==> src/rtl/coeffs_load_sequencer.sv <==
// Streams a burst of coefficients into consecutive working-bank addresses. It then commits the
// bank to the shadow copy with a single coeffs_en pulse, aligned to a sample boundary.
module coeffs_load_sequencer #(
  parameter int NUM_COEFFS = 64,
  parameter int ADDR_W     = 6,
  parameter int DATA_W     = 16
) (
  input  logic                     clk,
  input  logic                     rst,
  input  logic                     clk_enable,
  input  logic                     cfg_start,
  input  logic [ADDR_W-1:0]        cfg_base_addr,
  input  logic [ADDR_W:0]          cfg_len,
  input  logic                     cfg_abort,
  input  logic                     sample_boundary,
  input  logic                     in_valid,
  input  logic signed [DATA_W-1:0] in_data,
  output logic                     in_ready,
  output logic [ADDR_W-1:0]        write_address,
  output logic signed [DATA_W-1:0] coeffs_in,
  output logic                     write_enable,
  output logic                     coeffs_en,
  output logic                     busy,
  output logic                     done,
  output logic                     cfg_err
);

  // Stream handshake: a beat transfers on a clk edge where in_valid & in_ready & clk_enable.
  // in_ready depends only on state, never on in_valid.
  typedef enum logic [1:0] {
    IDLE        = 2'd0,
    LOAD        = 2'd1,
    WAIT_COMMIT = 2'd2
  } state_t;

  localparam logic [ADDR_W+1:0] NUM_C   = (ADDR_W + 2)'(NUM_COEFFS);
  localparam logic [ADDR_W:0]   REM_ONE = (ADDR_W + 1)'(1);
  localparam logic [ADDR_W-1:0] ADDR_ONE = ADDR_W'(1);

  state_t                     state_q, state_d;
  logic [ADDR_W-1:0]          addr_q, addr_d;
  logic [ADDR_W:0]            remaining_q, remaining_d;
  logic [ADDR_W-1:0]          write_address_q, write_address_d;
  logic signed [DATA_W-1:0]   coeffs_in_q, coeffs_in_d;
  logic                       write_enable_q, write_enable_d;
  logic                       coeffs_en_q, coeffs_en_d;
  logic                       done_q, done_d;
  logic                       cfg_err_q, cfg_err_d;

  logic [ADDR_W+1:0]          end_addr;
  logic                       cfg_ok;

  assign end_addr = {2'b00, cfg_base_addr} + {1'b0, cfg_len};
  assign cfg_ok   = (cfg_len != '0) && ({1'b0, cfg_len} <= NUM_C) && (end_addr <= NUM_C);

  always_comb begin
    state_d         = state_q;
    addr_d          = addr_q;
    remaining_d     = remaining_q;
    write_address_d = write_address_q;
    coeffs_in_d     = coeffs_in_q;
    write_enable_d  = write_enable_q;
    // Pulses feed the shadow bank, which ignores clk_enable, so they always clear next edge.
    coeffs_en_d     = 1'b0;
    done_d          = 1'b0;
    cfg_err_d       = 1'b0;
    if (clk_enable) begin
      if (cfg_abort) begin
        state_d        = IDLE;
        write_enable_d = 1'b0;
      end else begin
        case (state_q)
          IDLE: begin
            if (cfg_start) begin
              if (cfg_ok) begin
                addr_d      = cfg_base_addr;
                remaining_d = cfg_len;
                state_d     = LOAD;
              end else begin
                cfg_err_d = 1'b1;
              end
            end
          end
          LOAD: begin
            if (in_valid) begin
              write_enable_d  = 1'b1;
              write_address_d = addr_q;
              coeffs_in_d     = in_data;
              remaining_d     = remaining_q - REM_ONE;
              // The final beat leaves addr in place so it never wraps past the top slot.
              if (remaining_q == REM_ONE) state_d = WAIT_COMMIT;
              else                        addr_d  = addr_q + ADDR_ONE;
            end else begin
              write_enable_d = 1'b0;
            end
          end
          WAIT_COMMIT: begin
            write_enable_d = 1'b0;
            if (sample_boundary && !write_enable_q) begin
              coeffs_en_d = 1'b1;
              done_d      = 1'b1;
              state_d     = IDLE;
            end
          end
          default: state_d = IDLE;
        endcase
      end
    end
  end

  always_ff @(posedge clk or posedge rst) begin
    if (rst) begin
      state_q         <= IDLE;
      addr_q          <= '0;
      remaining_q     <= '0;
      write_address_q <= '0;
      coeffs_in_q     <= '0;
      write_enable_q  <= 1'b0;
      coeffs_en_q     <= 1'b0;
      done_q          <= 1'b0;
      cfg_err_q       <= 1'b0;
    end else begin
      state_q         <= state_d;
      addr_q          <= addr_d;
      remaining_q     <= remaining_d;
      write_address_q <= write_address_d;
      coeffs_in_q     <= coeffs_in_d;
      write_enable_q  <= write_enable_d;
      coeffs_en_q     <= coeffs_en_d;
      done_q          <= done_d;
      cfg_err_q       <= cfg_err_d;
    end
  end

  assign in_ready      = (state_q == LOAD);
  assign busy          = (state_q != IDLE);
  assign write_address = write_address_q;
  assign coeffs_in     = coeffs_in_q;
  assign write_enable  = write_enable_q;
  assign coeffs_en     = coeffs_en_q;
  assign done          = done_q;
  assign cfg_err       = cfg_err_q;

endmodule

==> config.mk <==
export PLATFORM = sky130hd
export DESIGN_NAME = coeffs_load_sequencer
export DESIGN_NICKNAME = d
export VERILOG_FILES = /design/src/rtl/coeffs_load_sequencer.sv
export SDC_FILE = /design/constraint.sdc
export NUM_CORES = 1
export LEC_CHECK = 0
export ABC_CLOCK_PERIOD_IN_PS = 6400
export BUFFER_PORTS_ARGS = -buffer_cell sky130_fd_sc_hd__buf_2
export CORE_MARGIN = 3
export CORE_UTILIZATION = 30
export CTS_BUF_LIST = sky130_fd_sc_hd__clkbuf_4 sky130_fd_sc_hd__clkbuf_8 sky130_fd_sc_hd__clkbuf_16
export CTS_CLUSTER_DIAMETER = 60
export DETAILED_ROUTE_END_ITERATION = 10
export GPL_ROUTABILITY_DRIVEN = 0
export HOLD_SLACK_MARGIN = 0.1
export PLACE_DENSITY = 0.6
export SETUP_SLACK_MARGIN = 0.1
export SYNTH_ARGS = -nofsm -noshare
export SYNTH_HDL_FRONTEND = slang
export SYNTH_SLANG_ARGS = --single-unit
export TNS_END_PERCENT = 30
==> constraint.sdc <==
create_clock -name clk -period 6.4 [get_ports clk]
set_clock_uncertainty 0.15 [all_clocks]
set_input_delay 1.28 -clock clk [delete_from_list [all_inputs] [get_ports clk]]
set_output_delay 1.28 -clock clk [all_outputs]
set_load 0.01 [all_outputs]
==> impl_metrics.csv <==
group,metric,value,unit
critical_path,crit_path_max_fanout,14,
final_layout,final_cells,366,
timing,setup_ws,2.29,ns
critical_path,crit_required,6.46,ns
synthesis,synth.cell_area,2250,sq um
die,coreArea,7020,sq um
die,die_w,92.6,microns
synthesis,synthSimpleGateAreaFrac,0.131,
clocking,cts_hold_repair.buffers,0,
run,drv_cap,0,
clocking,clkSlewWorstSetupHoldPaths,0.07,ns
power,ir_worst_vdd,112,uV
clocking,htreeDepth,2,
timing,hold_slack,0.350,ns
clocking,cts_buffers,5,
synthesis,syn_inst,211,
die,start_util,0.321,
critical_path,crit_family,"compound AO/OA/AOI/OAI gates",
synthesis,seq_area_frac_synth,0.444,
detailed_routing,wire_per_inst,13.8,microns
critical_path,cp-start-kind,"input pin",
timing,tightestPinTransition,1.07,ns
die,die_h,92.6,microns
power,p_per_area,411,nW/um^2
placed_design,io_buffer_count,63,
global_route,grt_usage,0.120,
critical_path,path_cells,"buf_2 -> ha_1 -> fa_1 -> a211oi_1 -> nor2_1 -> xor2_1 -> a2111oi_2 -> o22ai_2 -> a21oi_2 -> mux2i_1",
power,p_comb_frac,0.393,
timing,fin_tns_setup,0,ns
clocking,clkSinkCount,40,
timing,rsz0062_at_grt,"no",
critical_path,crit_slowest_cell,"a21oi_2",
die,num_rows,30,
synthesis,yosysUniqueCellTypes,52,
synthesis,syn_nets,257,
power,power.switching,402,uW
final_layout,fin_area,2770,sq um
power,power.leakage,1.28,nW
final_layout,seqCellArea,1000,sq um
global_route,grt_pass1_wl,8410,microns
synthesis,post_synth_mux_area_share,0.119,
final_layout,antenna_cells,0,
timing,max_slew_margin,0.285,
synthesis,async_flop_share,1.00,
final_layout,drive_gt1_frac,0.381,
global_route,grt_max_degree,41,
power,fin_total_pwr,1.14,mW
critical_path,cpPeakStageDelay,0.63,ns
critical_path,critPathKind,"input pin to flip-flop",
synthesis,ys_seq_elements,40,
final_layout,post-route-util,0.394,
timing,finalCriticalPeriod,4.11,ns
die,ios,64,
timing,fin_crit_sh,0.642,
final_layout,syn2layout_area_growth,22.8,%
power,p_seq_frac,0.397,
clocking,cts_setup_buffers,0,
placed_design,pre_cts_slack,2.04,ns
critical_path,worstPathArrival,4.17,ns
detailed_routing,viasPerCell,4.94,
power,p_clk_frac,0.210,
detailed_routing,drt_first_pass_iters,4,
clocking,cts_buffer_depth,2,
placed_design,dpl.cell_count,359,
clocking,cts.repair.resized,0,
placed_design,place_area,2640,sq um
synthesis,synth_xor_xnor_area_share,0.0156,
placed_design,hpwl,3770,microns
clocking,cts_tree,"done",
critical_path,end_kind,"flip-flop",
critical_path,path_buf_inv,1,
timing,finalHoldViolCount,0,
final_layout,fin_nets,316,
final_layout,num-fill-cells,719,
detailed_routing,ant_nets,0,
timing,clock.fmax,0.243,GHz
die,design.die.area,8580,sq um
global_route,grt.overflow.total,0,
min_path,hold_path.class,"flip-flop to flip-flop",
power,swShare,0.353,
synthesis,synth_flop_cell,"dfrtp_1",
synthesis,syn_avg_cell_area,10.7,sq um
synthesis,synthAdderAreaFrac,0.0589,
clocking,cts.root.buffer_cell,"clkbuf_8",
global_route,antenna_found_initial,0,
timing,setup_violations,0,
synthesis,synth_compound_area_frac,0.193,
detailed_routing,vias,1809,
status,outcome,"finished clean",
synthesis,synth_top_family_by_area,"compound AO/OA/AOI/OAI gates",
clocking,insertion_delay,0.29,ns
final_layout,multi_input_area,1170,sq um
detailed_routing,routed_wl,5050,microns
timing,maxSlewViolCount,0,
synthesis,synth-edff-count,0,
detailed_routing,first_iter_violations,52,
synthesis,yosys_warnings,0,
global_route,grt_pass1_vias,1750,
power,p_int,735,uW
detailed_routing,drcViolationCount,0,
[flip-flops by register name, summed over array words and instances, names as in the netlist]
register       cells
state_q            2
coeffs_in         16
addr_q             6
write_address      6
cfg_err            1
write_enable       1
remaining_q        7
done               1
[cells in the mapped netlist, types with 4 or more instances]
| master | number | share of area |
|---|---|---|
| a2bb2oi_1 | 10 | 0.039 |
| nor2_1 | 18 | 0.030 |
| mux2_2 | 22 | 0.11 |
| a211oi_1 | 8 | 0.027 |
| ha_1 | 9 | 0.050 |
| o21ai_0 | 11 | 0.024 |
| dfrtp_1 | 40 | 0.44 |
| o22ai_1 | 4 | 0.011 |
| inv_1 | 6 | 0.010 |
| nand3_1 | 9 | 0.020 |
| clkbuf_1 | 6 | 0.010 |
| nand2b_1 | 4 | 0.011 |
| a21oi_1 | 10 | 0.022 |
| nand2_1 | 6 | 0.010 |
[cells by family after synthesis]
logic type	Yosys count
fa+ha+maj	10
buf+inv	19
xor+xnor	4
mux	24
flops	40
simple gates	55
compound gates	59
[cells in the final DEF (no fill, tap or decap), drive strengths merged, types with 2 or more instances in the layout]
cell type,n
a221oi,2
buf,64
nor2,18
and4,3
nand2,6
or3,2
nor4,2
clkbuf,5
nand2b,4
nand4,2
ha,9
inv,6
xor2,3
nand3,9
mux2,22
dfrtp,40
a21oi,11
a211oi,9
mux2i,2
o31ai,2
nor2b,2
o21ai,11
a2bb2oi,11
o22ai,5
bufinv,2
[power groups by stage]
stage / clock, mW / sequential, mW / combinational (mW)
after CTS: 0.244 / 0.453 / 0.452
final: 0.239 / 0.451 / 0.447
after global routing: 0.257 / 0.470 / 0.499
after floorplan: 0 / 0.473 / 0.285
after global placement: 0 / 0.453 / 0.446
after detailed placement: 0 / 0.458 / 0.452
[metal layers]
layer	track usage	routed length (microns)
met1	0.166	2480
met2	0.190	2210
met3	0.0276	312
met4	0.0330	42
met5	0	0
[final cells by class]
cell class,count,area share
well taps,96,0.0434
clock inverters,2,0.0217
repair buffers,64,0.117
multi-input cells,152,0.422
inverters,7,0.00950
clock buffers,5,0.0249
flip-flops and latches,40,0.362
[path summary, 6_finish.rpt]
path / startpoint / to / slack (ns) / cells past startpoint
worst max register to register: state_q[1] / coeffs_in[1] / 3.04 / 4
worst max-delay path: cfg_len[0] / remaining_q[1] / 2.29 / 10
min in group asynchronous: rst / coeffs_in[13] / 0.94 / 3
worst min register to register: coeffs_in[3] / coeffs_in[3] / 0.35 / 1
worst min-delay path: coeffs_in[3] / coeffs_in[3] / 0.35 / 1
max in group asynchronous: rst / remaining_q[2] / 4.81 / 3
Power figures use the tool's default switching activity.
